===== src/rtl/mips_ctrl_pkg.sv =====
// Shared definitions for the multi-cycle MIPS control unit: FSM states,
// instruction classes, the registered decode bundle, ALU op codes, select
// encodings and opcode/funct constants.
package mips_ctrl_pkg;

  typedef enum logic [2:0] {
    S_FETCH    = 3'd0,
    S_DECODE   = 3'd1,
    S_EXEC     = 3'd2,
    S_MEM      = 3'd3,
    S_WB       = 3'd4,
    S_MDU_WAIT = 3'd5
  } state_e;

  // Instruction class, chooses the path taken after EXEC
  typedef enum logic [3:0] {
    K_ALU    = 4'd0,
    K_LOAD   = 4'd1,
    K_STORE  = 4'd2,
    K_BRANCH = 4'd3,
    K_J      = 4'd4,
    K_JAL    = 4'd5,
    K_JR     = 4'd6,
    K_JALR   = 4'd7,
    K_MDU    = 4'd8,
    K_MFHI   = 4'd9
  } kind_e;

  typedef struct packed {
    kind_e      kind;
    logic       bne;
    logic [1:0] reg_dst;
    logic [1:0] mem_to_reg;
    logic       alu_src_a;
    logic       alu_src_b;
    logic       ext_op;
    logic [4:0] alu_op;
    logic [2:0] length;
  } fields_t;

  localparam logic [4:0] ALU_ADD  = 5'b00001;
  localparam logic [4:0] ALU_SUB  = 5'b00010;
  localparam logic [4:0] ALU_AND  = 5'b00011;
  localparam logic [4:0] ALU_OR   = 5'b00100;
  localparam logic [4:0] ALU_SLT  = 5'b00101;
  localparam logic [4:0] ALU_SLTU = 5'b00110;
  localparam logic [4:0] ALU_XOR  = 5'b01000;
  localparam logic [4:0] ALU_NOR  = 5'b01001;
  localparam logic [4:0] ALU_SLL  = 5'b01010;
  localparam logic [4:0] ALU_SRA  = 5'b01011;
  localparam logic [4:0] ALU_LUI  = 5'b01100;
  localparam logic [4:0] ALU_SRL  = 5'b01101;
  localparam logic [4:0] ALU_SLLV = 5'b01110;
  localparam logic [4:0] ALU_SRLV = 5'b01111;
  localparam logic [4:0] ALU_BGEZ = 5'b10000;
  localparam logic [4:0] ALU_BLTZ = 5'b10001;
  localparam logic [4:0] ALU_BLEZ = 5'b10010;
  localparam logic [4:0] ALU_BGTZ = 5'b10011;
  localparam logic [4:0] ALU_SRAV = 5'b10100;

  localparam logic [1:0] NPC_PC4 = 2'b00;
  localparam logic [1:0] NPC_BR  = 2'b01;
  localparam logic [1:0] NPC_J   = 2'b10;
  localparam logic [1:0] NPC_JR  = 2'b11;

  localparam logic [2:0] LEN_W  = 3'b000;
  localparam logic [2:0] LEN_H  = 3'b001;
  localparam logic [2:0] LEN_B  = 3'b010;
  localparam logic [2:0] LEN_HU = 3'b101;
  localparam logic [2:0] LEN_BU = 3'b110;

  localparam logic [1:0] RDST_RT = 2'b00;
  localparam logic [1:0] RDST_RD = 2'b01;
  localparam logic [1:0] RDST_RA = 2'b10;

  localparam logic [1:0] M2R_ALU = 2'b00;
  localparam logic [1:0] M2R_MEM = 2'b01;
  localparam logic [1:0] M2R_PC  = 2'b10;

  localparam logic [5:0] OP_RTYPE  = 6'h00;
  localparam logic [5:0] OP_REGIMM = 6'h01;
  localparam logic [5:0] OP_J      = 6'h02;
  localparam logic [5:0] OP_JAL    = 6'h03;
  localparam logic [5:0] OP_BEQ    = 6'h04;
  localparam logic [5:0] OP_BNE    = 6'h05;
  localparam logic [5:0] OP_BLEZ   = 6'h06;
  localparam logic [5:0] OP_BGTZ   = 6'h07;
  localparam logic [5:0] OP_ADDI   = 6'h08;
  localparam logic [5:0] OP_ADDIU  = 6'h09;
  localparam logic [5:0] OP_SLTI   = 6'h0A;
  localparam logic [5:0] OP_SLTIU  = 6'h0B;
  localparam logic [5:0] OP_ANDI   = 6'h0C;
  localparam logic [5:0] OP_ORI    = 6'h0D;
  localparam logic [5:0] OP_XORI   = 6'h0E;
  localparam logic [5:0] OP_LUI    = 6'h0F;
  localparam logic [5:0] OP_LB     = 6'h20;
  localparam logic [5:0] OP_LH     = 6'h21;
  localparam logic [5:0] OP_LW     = 6'h23;
  localparam logic [5:0] OP_LBU    = 6'h24;
  localparam logic [5:0] OP_LHU    = 6'h25;
  localparam logic [5:0] OP_SB     = 6'h28;
  localparam logic [5:0] OP_SH     = 6'h29;
  localparam logic [5:0] OP_SW     = 6'h2B;

  localparam logic [5:0] F_SLL   = 6'h00;
  localparam logic [5:0] F_SRL   = 6'h02;
  localparam logic [5:0] F_SRA   = 6'h03;
  localparam logic [5:0] F_SLLV  = 6'h04;
  localparam logic [5:0] F_SRLV  = 6'h06;
  localparam logic [5:0] F_SRAV  = 6'h07;
  localparam logic [5:0] F_JR    = 6'h08;
  localparam logic [5:0] F_JALR  = 6'h09;
  localparam logic [5:0] F_MFHI  = 6'h10;
  localparam logic [5:0] F_MFLO  = 6'h12;
  localparam logic [5:0] F_MULT  = 6'h18;
  localparam logic [5:0] F_MULTU = 6'h19;
  localparam logic [5:0] F_DIV   = 6'h1A;
  localparam logic [5:0] F_DIVU  = 6'h1B;
  localparam logic [5:0] F_ADD   = 6'h20;
  localparam logic [5:0] F_ADDU  = 6'h21;
  localparam logic [5:0] F_SUB   = 6'h22;
  localparam logic [5:0] F_SUBU  = 6'h23;
  localparam logic [5:0] F_AND   = 6'h24;
  localparam logic [5:0] F_OR    = 6'h25;
  localparam logic [5:0] F_XOR   = 6'h26;
  localparam logic [5:0] F_NOR   = 6'h27;
  localparam logic [5:0] F_SLT   = 6'h2A;
  localparam logic [5:0] F_SLTU  = 6'h2B;

  localparam logic [4:0] RT_BLTZ = 5'd0;
  localparam logic [4:0] RT_BGEZ = 5'd1;

endpackage


===== src/rtl/mc_ctrl_decode.sv =====
// Combinational instruction decoder: maps opcode/funct/rt to the datapath
// field bundle and flags anything it does not recognise.
// Multiply/divide functs are accepted only when MC_CTRL_MDU_EN is defined.
module mc_ctrl_decode
  import mips_ctrl_pkg::*;
(
  input  logic [31:0] instr,
  output fields_t     fields,
  output logic        illegal
);

  logic [5:0] op;
  logic [5:0] funct;
  logic [4:0] rt;
  logic       unused_bits;

  assign op          = instr[31:26];
  assign funct       = instr[5:0];
  assign rt          = instr[20:16];
  assign unused_bits = ^{instr[25:21], instr[15:6]};

  // Decode table; defaults describe a harmless ALU op with nothing selected
  always_comb begin
    fields      = '0;
    fields.kind = K_ALU;
    illegal     = 1'b0;
    case (op)
      OP_RTYPE: begin
        fields.reg_dst = RDST_RD;
        case (funct)
          F_ADD, F_ADDU: fields.alu_op = ALU_ADD;
          F_SUB, F_SUBU: fields.alu_op = ALU_SUB;
          F_AND:         fields.alu_op = ALU_AND;
          F_OR:          fields.alu_op = ALU_OR;
          F_XOR:         fields.alu_op = ALU_XOR;
          F_NOR:         fields.alu_op = ALU_NOR;
          F_SLT:         fields.alu_op = ALU_SLT;
          F_SLTU:        fields.alu_op = ALU_SLTU;
          F_SLL: begin
            fields.alu_op    = ALU_SLL;
            fields.alu_src_a = 1'b1;
          end
          F_SRL: begin
            fields.alu_op    = ALU_SRL;
            fields.alu_src_a = 1'b1;
          end
          F_SRA: begin
            fields.alu_op    = ALU_SRA;
            fields.alu_src_a = 1'b1;
          end
          F_SLLV:        fields.alu_op = ALU_SLLV;
          F_SRLV:        fields.alu_op = ALU_SRLV;
          F_SRAV:        fields.alu_op = ALU_SRAV;
          F_JR: begin
            fields.kind    = K_JR;
            fields.reg_dst = RDST_RT;
          end
          F_JALR: begin
            fields.kind       = K_JALR;
            fields.mem_to_reg = M2R_PC;
          end
`ifdef MC_CTRL_MDU_EN
          F_MULT, F_MULTU, F_DIV, F_DIVU: begin
            fields.kind    = K_MDU;
            fields.reg_dst = RDST_RT;
          end
          F_MFHI, F_MFLO: fields.kind = K_MFHI;
`endif
          default: illegal = 1'b1;
        endcase
      end
      OP_REGIMM: begin
        fields.kind   = K_BRANCH;
        fields.ext_op = 1'b1;
        case (rt)
          RT_BLTZ: fields.alu_op = ALU_BLTZ;
          RT_BGEZ: fields.alu_op = ALU_BGEZ;
          default: illegal = 1'b1;
        endcase
      end
      OP_BEQ, OP_BNE: begin
        fields.kind   = K_BRANCH;
        fields.bne    = (op == OP_BNE);
        fields.ext_op = 1'b1;
        fields.alu_op = ALU_SUB;
      end
      OP_BLEZ, OP_BGTZ: begin
        fields.kind   = K_BRANCH;
        fields.ext_op = 1'b1;
        fields.alu_op = (op == OP_BLEZ) ? ALU_BLEZ : ALU_BGTZ;
      end
      OP_J: fields.kind = K_J;
      OP_JAL: begin
        fields.kind       = K_JAL;
        fields.reg_dst    = RDST_RA;
        fields.mem_to_reg = M2R_PC;
      end
      OP_ADDI, OP_ADDIU, OP_SLTI, OP_SLTIU: begin
        fields.alu_src_b = 1'b1;
        fields.ext_op    = 1'b1;
        case (op)
          OP_SLTI:  fields.alu_op = ALU_SLT;
          OP_SLTIU: fields.alu_op = ALU_SLTU;
          default:  fields.alu_op = ALU_ADD;
        endcase
      end
      OP_ANDI, OP_ORI, OP_XORI, OP_LUI: begin
        fields.alu_src_b = 1'b1;
        case (op)
          OP_ANDI: fields.alu_op = ALU_AND;
          OP_ORI:  fields.alu_op = ALU_OR;
          OP_XORI: fields.alu_op = ALU_XOR;
          default: fields.alu_op = ALU_LUI;
        endcase
      end
      OP_LB, OP_LH, OP_LW, OP_LBU, OP_LHU: begin
        fields.kind       = K_LOAD;
        fields.alu_op     = ALU_ADD;
        fields.alu_src_b  = 1'b1;
        fields.ext_op     = 1'b1;
        fields.mem_to_reg = M2R_MEM;
        case (op)
          OP_LB:   fields.length = LEN_B;
          OP_LH:   fields.length = LEN_H;
          OP_LBU:  fields.length = LEN_BU;
          OP_LHU:  fields.length = LEN_HU;
          default: fields.length = LEN_W;
        endcase
      end
      OP_SB, OP_SH, OP_SW: begin
        fields.kind      = K_STORE;
        fields.alu_op    = ALU_ADD;
        fields.alu_src_b = 1'b1;
        fields.ext_op    = 1'b1;
        case (op)
          OP_SB:   fields.length = LEN_B;
          OP_SH:   fields.length = LEN_H;
          default: fields.length = LEN_W;
        endcase
      end
      default: illegal = 1'b1;
    endcase
  end

endmodule


===== src/rtl/mc_ctrl.sv =====
// Multi-cycle MIPS control FSM: FETCH/DECODE/EXEC/MEM/WB sequencing, the
// registered decode bundle and the memory-wait timeout counter.
// Optional MC_CTRL_MDU_EN adds the mdu_busy port and the MDU_WAIT state.
// Strobes are forced low while rst is high so the block is silent in reset.
module mc_ctrl
  import mips_ctrl_pkg::*;
#(
  parameter int ALUOP_W = 5,
  parameter int TIMEOUT = 16
) (
  input  logic               clk,
  input  logic               rst,
  input  logic [31:0]        instr,
  input  logic               zero,
  input  logic               mem_ready,
`ifdef MC_CTRL_MDU_EN
  input  logic               mdu_busy,
`endif
  output logic               pc_write,
  output logic               ir_write,
  output logic               mem_read,
  output logic               mem_write,
  output logic               reg_write,
  output logic [1:0]         reg_dst,
  output logic [1:0]         mem_to_reg,
  output logic [1:0]         npc_op,
  output logic               alu_src_a,
  output logic               alu_src_b,
  output logic               ext_op,
  output logic [ALUOP_W-1:0] alu_op,
  output logic [2:0]         length,
  output logic               illegal,
  output logic               bus_err,
  output logic [2:0]         state
);

  localparam logic [7:0] TIMEOUT_CNT = 8'(TIMEOUT);

  state_e     state_q, state_n;
  fields_t    dec_fields, fq;
  logic       dec_illegal;
  logic [7:0] wait_cnt;
  logic [7:0] cnt_inc;
  logic       mem_phase;
  logic       timeout;

  mc_ctrl_decode u_decode (
    .instr   (instr),
    .fields  (dec_fields),
    .illegal (dec_illegal)
  );

  assign cnt_inc   = wait_cnt + 8'd1;
  assign mem_phase = (state_q == S_FETCH) || (state_q == S_MEM);
  assign timeout   = mem_phase && !mem_ready && (cnt_inc == TIMEOUT_CNT);

  assign state      = state_q;
  assign reg_dst    = fq.reg_dst;
  assign mem_to_reg = fq.mem_to_reg;
  assign alu_src_a  = fq.alu_src_a;
  assign alu_src_b  = fq.alu_src_b;
  assign ext_op     = fq.ext_op;
  assign alu_op     = ALUOP_W'(fq.alu_op);
  assign length     = fq.length;

  // State register
  always_ff @(posedge clk) begin
    if (rst) state_q <= S_FETCH;
    else     state_q <= state_n;
  end

  // Decoded fields are captured at the end of DECODE and held until the next one
  always_ff @(posedge clk) begin
    if (rst)                        fq <= '0;
    else if (state_q == S_DECODE)   fq <= dec_fields;
  end

  // Wait counter: restarts on every entry to FETCH/MEM, counts not-ready cycles
  always_ff @(posedge clk) begin
    if (rst)                                  wait_cnt <= 8'd0;
    else if (timeout || (state_n != state_q)) wait_cnt <= 8'd0;
    else if (mem_phase && !mem_ready)         wait_cnt <= cnt_inc;
  end

  // Next-state and strobe generation
  always_comb begin
    state_n   = state_q;
    pc_write  = 1'b0;
    ir_write  = 1'b0;
    mem_read  = 1'b0;
    mem_write = 1'b0;
    reg_write = 1'b0;
    npc_op    = NPC_PC4;
    illegal   = 1'b0;
    bus_err   = 1'b0;
    if (!rst) begin
      case (state_q)
        S_FETCH: begin
          if (timeout) begin
            bus_err = 1'b1;
            state_n = S_FETCH;
          end else begin
            mem_read = 1'b1;
            if (mem_ready) begin
              ir_write = 1'b1;
              pc_write = 1'b1;
              state_n  = S_DECODE;
            end
          end
        end
        S_DECODE: begin
          if (dec_illegal) begin
            illegal = 1'b1;
            state_n = S_FETCH;
          end else begin
            state_n = S_EXEC;
          end
        end
        S_EXEC: begin
          case (fq.kind)
            K_BRANCH: begin
              npc_op   = NPC_BR;
              pc_write = fq.bne ? ~zero : zero;
              state_n  = S_FETCH;
            end
            K_J, K_JAL: begin
              npc_op   = NPC_J;
              pc_write = 1'b1;
              state_n  = (fq.kind == K_JAL) ? S_WB : S_FETCH;
            end
            K_JR, K_JALR: begin
              npc_op   = NPC_JR;
              pc_write = 1'b1;
              state_n  = (fq.kind == K_JALR) ? S_WB : S_FETCH;
            end
            K_LOAD, K_STORE: state_n = S_MEM;
`ifdef MC_CTRL_MDU_EN
            K_MDU, K_MFHI:   state_n = S_MDU_WAIT;
`endif
            default:         state_n = S_WB;
          endcase
        end
        S_MEM: begin
          if (timeout) begin
            bus_err = 1'b1;
            state_n = S_FETCH;
          end else if (fq.kind == K_STORE) begin
            mem_write = 1'b1;
            if (mem_ready) state_n = S_FETCH;
          end else begin
            mem_read = 1'b1;
            if (mem_ready) state_n = S_WB;
          end
        end
        S_WB: begin
          reg_write = 1'b1;
          state_n   = S_FETCH;
        end
        S_MDU_WAIT: begin
`ifdef MC_CTRL_MDU_EN
          if (!mdu_busy) state_n = (fq.kind == K_MFHI) ? S_WB : S_FETCH;
`else
          state_n = S_FETCH;
`endif
        end
        default: state_n = S_FETCH;
      endcase
    end
  end

endmodule


===== config.mk =====
export PLATFORM = sky130hd
export DESIGN_NAME = mc_ctrl
export DESIGN_NICKNAME = d
export VERILOG_FILES = /design/src/rtl/mips_ctrl_pkg.sv /design/src/rtl/mc_ctrl_decode.sv /design/src/rtl/mc_ctrl.sv
export SDC_FILE = /design/constraint.sdc
export NUM_CORES = 1
export LEC_CHECK = 0
export BUFFER_PORTS_ARGS = -buffer_cell sky130_fd_sc_hd__buf_2
export CAP_MARGIN = 5
export CORE_MARGIN = 2
export CORE_UTILIZATION = 53
export DETAILED_ROUTE_END_ITERATION = 12
export PLACE_DENSITY_LB_ADDON = 0.3
export SLEW_MARGIN = 20
export SYNTH_ARGS = -nofsm -noshare
export SYNTH_HDL_FRONTEND = slang
export SYNTH_SLANG_ARGS = --single-unit

===== constraint.sdc =====
create_clock -name clk -period 1.7 [get_ports clk]
set_input_delay 0.17 -clock clk [delete_from_list [all_inputs] [get_ports clk]]
set_output_delay 0.17 -clock clk [all_outputs]
set_load 0.05 [all_outputs]

* Word level (Yosys, flattened, before mapping) *
Cells that the tools add are included.

storage, ports and cells
  output and inout port bits = 27
  bits in registers = 31

operators by class
  reductions and logical operators = 31
  add/subtract/negate cells = 1
  multiplexer cells = 63
  bitwise gates (word level) = 1
  eq/ne operators = 54

operators with widths
  operator               count
  $eq A6 B6 Y1 const B   18
  $pmux W5 S14           1
  $eq A6 B4 Y1 const B   10
  $eq A6 B3 Y1 const B   7
  $pmux W3 S4            3
  $pmux W5 S7            1
  $mux W1                31
  $mux W3                9
  $eq A6 B2 Y1 const B   4
  $reduce_or A22 Y1      1
  $reduce_or A2 Y1       10
  $pmux W3 S2            3
  $pmux W3 S6            1
  $reduce_or A18 Y1      1
  $reduce_or A17 Y1      1
  $eq A4 B3 Y1 const B   4
  $reduce_or A16 Y1      1
  $logic_not A6 Y1       2
  $pmux W2 S3            2
  $pmux W4 S3            1
  $reduce_or A4 Y1       3
  $pmux W5 S2            1
  $reduce_or A5 Y1       2
  $add A8 B1 Y8 const B  1
  21 further kinds       32

* Depth between registers and ports, before layout *
  depth after elaboration = 10
  depth in mapped cells = 7

* Modules after synthesis *
Synthesis repeated with hierarchy kept, for this count alone.

unflattened totals
  cell total of the unflattened synthesis = 312
  area, all modules = 2299.7 um^2

modules (own cells, without submodules)
  module          seq. area each (um^2)  area an instance (um^2)  instances  cells an instance
  mc_ctrl         620.6                  1562.7                   1          193
  mc_ctrl_decode  0.0                    737.0                    1          119

* Least setup slack after synthesis *
Ideal clock, no wire load.

  path type = register to output
  from = reg state_q[0], in the netlist state[0]
  to = out illegal
  stages on the path, launching flop included = 5
  arrival time = 2540 ps
  setup slack = -1010 ps
  data required time = 1530 ps
  buffers on the path = 2
  cell sequence = dfxtp_1 -> or3b_1 -> clkbuf_1 -> clkbuf_1 -> nor3_1

on the way
  word-level cells in the longest chain between the ends = 3

ends and longest elaborated chain
  element                   RTL line       RTL
  start: declaration        mc_ctrl.sv:39  state_e state_q, state_n;
  start signal: assignment  mc_ctrl.sv:69  else state_q <= state_n;
  $eq A3 B1 Y1              mc_ctrl.sv:97  case (state_q)
  $mux W1                   mc_ctrl.sv:97
  $mux W1                   mc_ctrl.sv:96  if (!rst) begin
  end: declaration          mc_ctrl.sv:32  output logic illegal,

Every way passes these cells.

* Final worst setup path *
  from = reg wait_cnt[0]
  to = out mem_read

on the way
  word-level cells in the longest chain between the ends = 6
  elaborated cells between the ends (all ways) = 7

ends and longest elaborated chain
  element                            RTL line                       RTL
  start: declaration                 mc_ctrl.sv:42                  logic [7:0] wait_cnt;
  start signal: assignment           mc_ctrl.sv:82                  else if (mem_phase && !mem_ready) wait_cnt <= cnt_inc;
  $add A8 B1 Y8 *                    mc_ctrl.sv:53                  assign cnt_inc = wait_cnt + 8'd1;
  $eq A8 B5 Y1 *                     mc_ctrl.sv:55                  assign timeout = mem_phase && !mem_ready && (cnt_inc == TIMEOUT_CNT);
  $logic_and A1 B1 Y1 *              mc_ctrl.sv:55
  $mux W1, on equally long branches  mc_ctrl.sv:144, mc_ctrl.sv:99
  $pmux W1 S2 *                      mc_ctrl.sv:97
  $mux W1 *                          mc_ctrl.sv:96
  end: declaration                   mc_ctrl.sv:21                  output logic mem_read,

Mark *: on every way between the ends. The rest lies on a longest branch, timed or not.

==> impl_metrics.py <==
metrics = {
    "clock_network": {
        "cts_buffer_depth": 2,
        "ctsHoldBuffers": 0,
        "cts_tree": "built",
        "clkTransAtPathRegs_ns": 0.08,
        "cts_made_buffers": 5,
        "clkLatencyLatePin_ns": 0.30,
        "cts.sinks": 30,
        "h-tree-depth": 2,
        "root_buffer": "clkbuf_8",
    },
    "synth": {
        "syn_nets": 328,
        "synth_seq_cells": 30,
        "synth_top_cell_by_area": "dfxtp_1",
        "synth-edff-count": 0,
        "ys_seq_area_share_pct": 26.34,
        "ys_top_cells_by_count": "35 x nand2_1, 35 x nor2_1, 30 x dfxtp_1",
        "yosys.area.top_type_share_pct": 26.34,
        "synth-async-reset-ratio_pct": 0,
        "ys_top_cells_by_area": "dfxtp_1 26%, nand2_1 5.8%, nor2_1 5.8%",
        "avgSynthCellArea_sq_um": 7.861,
        "synth_cell_type_count": 67,
        "netlist_area_sq_um": 2280,
        "ys.flop_type": "dfxtp_1",
        "syn_inst": 290,
        "yosys_warnings": 0,
    },
    "worst_setup_path": {
        "cp-startpoint": "wait_cnt[0]$_SDFFE_PP0P_",
        "criticalPathCategory": "reg2out",
        "path_max_fanout": 5,
        "path_cells": "ha_4 > nor3_1 > a41o_1 > o2111a_2 > nor2_4 > buf_6",
        "arrival_ns": 1.78,
        "crit_slowest_cell": "dfxtp_4",
        "reg2reg_from": "wait_cnt[0]$_SDFFE_PP0P_",
        "crit_path_end_kind": "primary output",
        "slowest_delay_ns": 0.39,
        "cp-start-kind": "flop",
        "worstPathRequired_ns": 1.53,
        "cp_num_buf_inv": 1,
        "path_delay_family": "compound AO/OA/AOI/OAI gates",
    },
    "die": {
        "die-area_sq_um": 4842,
        "core_sq_um": 4058,
        "num_rows": 23,
        "fp.dieW_um": 69.59,
        "start_util_pct": 56.18,
        "die_h_um": 69.59,
        "io_pins": 63,
    },
    "timing": {
        "period_share_pct": 114.6,
        "final.min_clock_period_ns": 1.948,
        "setup_viol": 17,
        "worstMarginPinSlew_ns": 0.5810,
        "rsz0062_at_grt": "true",
        "holdWs_ns": 0.2965,
        "slew_viol_final": 0,
        "fin_skew_ns": 0.01299,
        "fin_ws_ns": -0.2483,
        "slew_headroom_pct": 60.94,
        "hold_viol_final": 0,
        "fmax_ghz": 0.5133,
    },
    "min_path": {
        "hold_path.class": "in2reg",
        "worstHoldStart": "rst",
    },
    "layout": {
        "largest_reg_flops": 8,
        "drive_above_1_share_pct": 47.47,
        "fillers": 213,
        "layout.nets": 412,
        "final_area_sq_um": 3398,
        "diodes": 0,
        "regMostFlops": "wait_cnt",
        "area_delta_synth_final_pct": 49.07,
    },
    "placement": {
        "portBuffers": 47,
        "postPlaceCellArea_sq_um": 2780,
        "post-place-ws_ns": -0.1997,
        "gp_congestion": 0.9665,
        "post-dp-hpwl_mm": 4.505,
    },
    "detailed_routing": {
        "first_iter_violations": 404,
        "first_pass_iters": 5,
        "detail_route.vias_per_cell": 6.713,
        "ant_nets": 0,
        "routed_wl_mm": 9.045,
        "drc": 0,
        "routedWlPerCell_um": 21.28,
        "vias": 2853,
    },
    "global_route": {
        "grt_pass1_vias": 2470,
        "grt_remaining_overflow": 0,
        "grt_max_degree": 20,
        "antenna_found_initial": 0,
        "grt_pass1_wl_mm": 11.62,
        "track_usage_pct": 29.63,
    },
    "power": {
        "cellPowerDensity_nw_per_um2": 558.0,
        "vdd_drop_max_mv": 0.4675,
        "p_leak_nw": 1.386,
    },
    "run": {
        "cap_viol_max_count": 0,
    },
    "outcome": {
        "outcome": "complete, but fails checks",
        "violations": "negative setup slack",
    },
}
==> cells by family after synthesis <==
| logic type | Yosys count | synth area share, % |
|---|---|---|
| buffers and inverters | 39 | 10.92 |
| adder cells (fa/ha/maj) | 4 | 1.976 |
| XOR/XNOR | 14 | 5.379 |
| flip-flops | 30 | 26.34 |
| AO/OA/AOI/OAI | 67 | 21.79 |
| AND/OR/NAND/NOR | 136 | 33.59 |
==> metal layers <==
| metal | GRT usage (%) | vias up | part of all wire, % |
|---|---|---|---|
| met5 | 0 | - | 0 |
| met4 | 15.25 | 0 | 6.5 |
| met3 | 6.977 | 71 | 11 |
| met2 | 51.18 | 256 | 46 |
| met1 | 33.84 | 1317 | 36 |
| li1 | - | 1209 | - |
==> worst register-to-register path, stage by stage, from the launching register on <==
cell and delay, ns:
dfxtp_4 0.39, ha_4 0.19, nor3_1 0.16, a41o_1 0.19
o2111a_2 0.33, buf_6 0.13, buf_6 0.08, buf_6 0.08
o21ai_2 0.04, and2_1 0.14
==> per-stage QoR <==
| step | total power [mW] | cells | utilization [%] | setup TNS (ns) |
|---|---|---|---|---|
| after floorplan | 1.027 | 290 | - | -0.2051 |
| after global placement | 1.152 | 400 | 68.52 | -0.2773 |
| after detailed placement | 1.159 | 400 | 68.52 | -0.8431 |
| after CTS | 1.814 | 413 | 76.53 | -0.6146 |
| after global routing | 1.947 | 425 | 83.75 | -2.389 |
| final | 1.896 | 425 | 83.75 | -1.578 |
==> cell usage in the layout, fill, tap and decap left out, types with 3 or more instances in the layout <==
| cell type | synthesis | layout |
|---|---|---|
| buf_6 | 4 | 25 |
| o31ai_1 | 3 | 3 |
| nor3_1 | 11 | 7 |
| inv_1 | 5 | 5 |
| nand2_1 | 35 | 33 |
| xor2_1 | 9 | 9 |
| a21oi_1 | 19 | 19 |
| nor3b_4 | 0 | 3 |
| o21ai_0 | 9 | 8 |
| nor2_4 | 0 | 3 |
| nand3b_1 | 4 | 4 |
| buf_4 | 14 | 47 |
| clkbuf_8 | 1 | 6 |
| o32ai_1 | 3 | 3 |
| nor3_4 | 0 | 4 |
| nor2_2 | 0 | 5 |
| buf_2 | 4 | 35 |
| dfxtp_4 | 0 | 5 |
| dfxtp_1 | 30 | 24 |
| nor3b_2 | 1 | 4 |
| nand3_1 | 7 | 5 |
| xnor2_1 | 5 | 4 |
| nand4b_1 | 4 | 4 |
| nor2_1 | 35 | 27 |
| nand4_1 | 3 | 3 |
| a22oi_1 | 3 | 3 |
==> area by class of cell <==
| cell class | count | area [sq um] | share of cell area, % |
|---|---|---|---|
| inverter | 5 | 18.77 | 0.5523 |
| sequential | 30 | 620.6 | 18.26 |
| tap | 50 | 62.56 | 1.841 |
| clock buffer | 6 | 82.58 | 2.430 |
| timing repair buffer | 111 | 857.1 | 25.22 |
| multi-input combinational | 221 | 1744 | 51.33 |
| clock inverter | 2 | 12.51 | 0.3682 |
==> worst paths after layout <==
check / endpoint / slack [ns] / cells past startpoint
max: mem_read / -0.25 / 6
min: state[0]$_SDFF_PP0_ / 0.30 / 3
max reg2reg: state[0]$_SDFF_PP0_ / -0.13 / 9
min reg2reg: length[1]$_SDFFE_PP0N_ / 0.46 / 2
==> power by group <==
| part | switching [mW] | internal, mW |
|---|---|---|
| logic | 0.322 | 0.213 |
| registers | 0.0170 | 0.711 |
| clock network | 0.308 | 0.325 |
| total | 0.647 | 1.25 |
==> what timing repair did <==
| action | in CTS | in global routing |
|---|---|---|
| buffers inserted | 5 | 12 |
| pin swaps | 10 | 24 |
| resized for setup | 49 | 43 |
| gates cloned | 0 | 0 |
| setup endpoints to repair | 16 | 22 |
(Power assumes the default switching activity.)
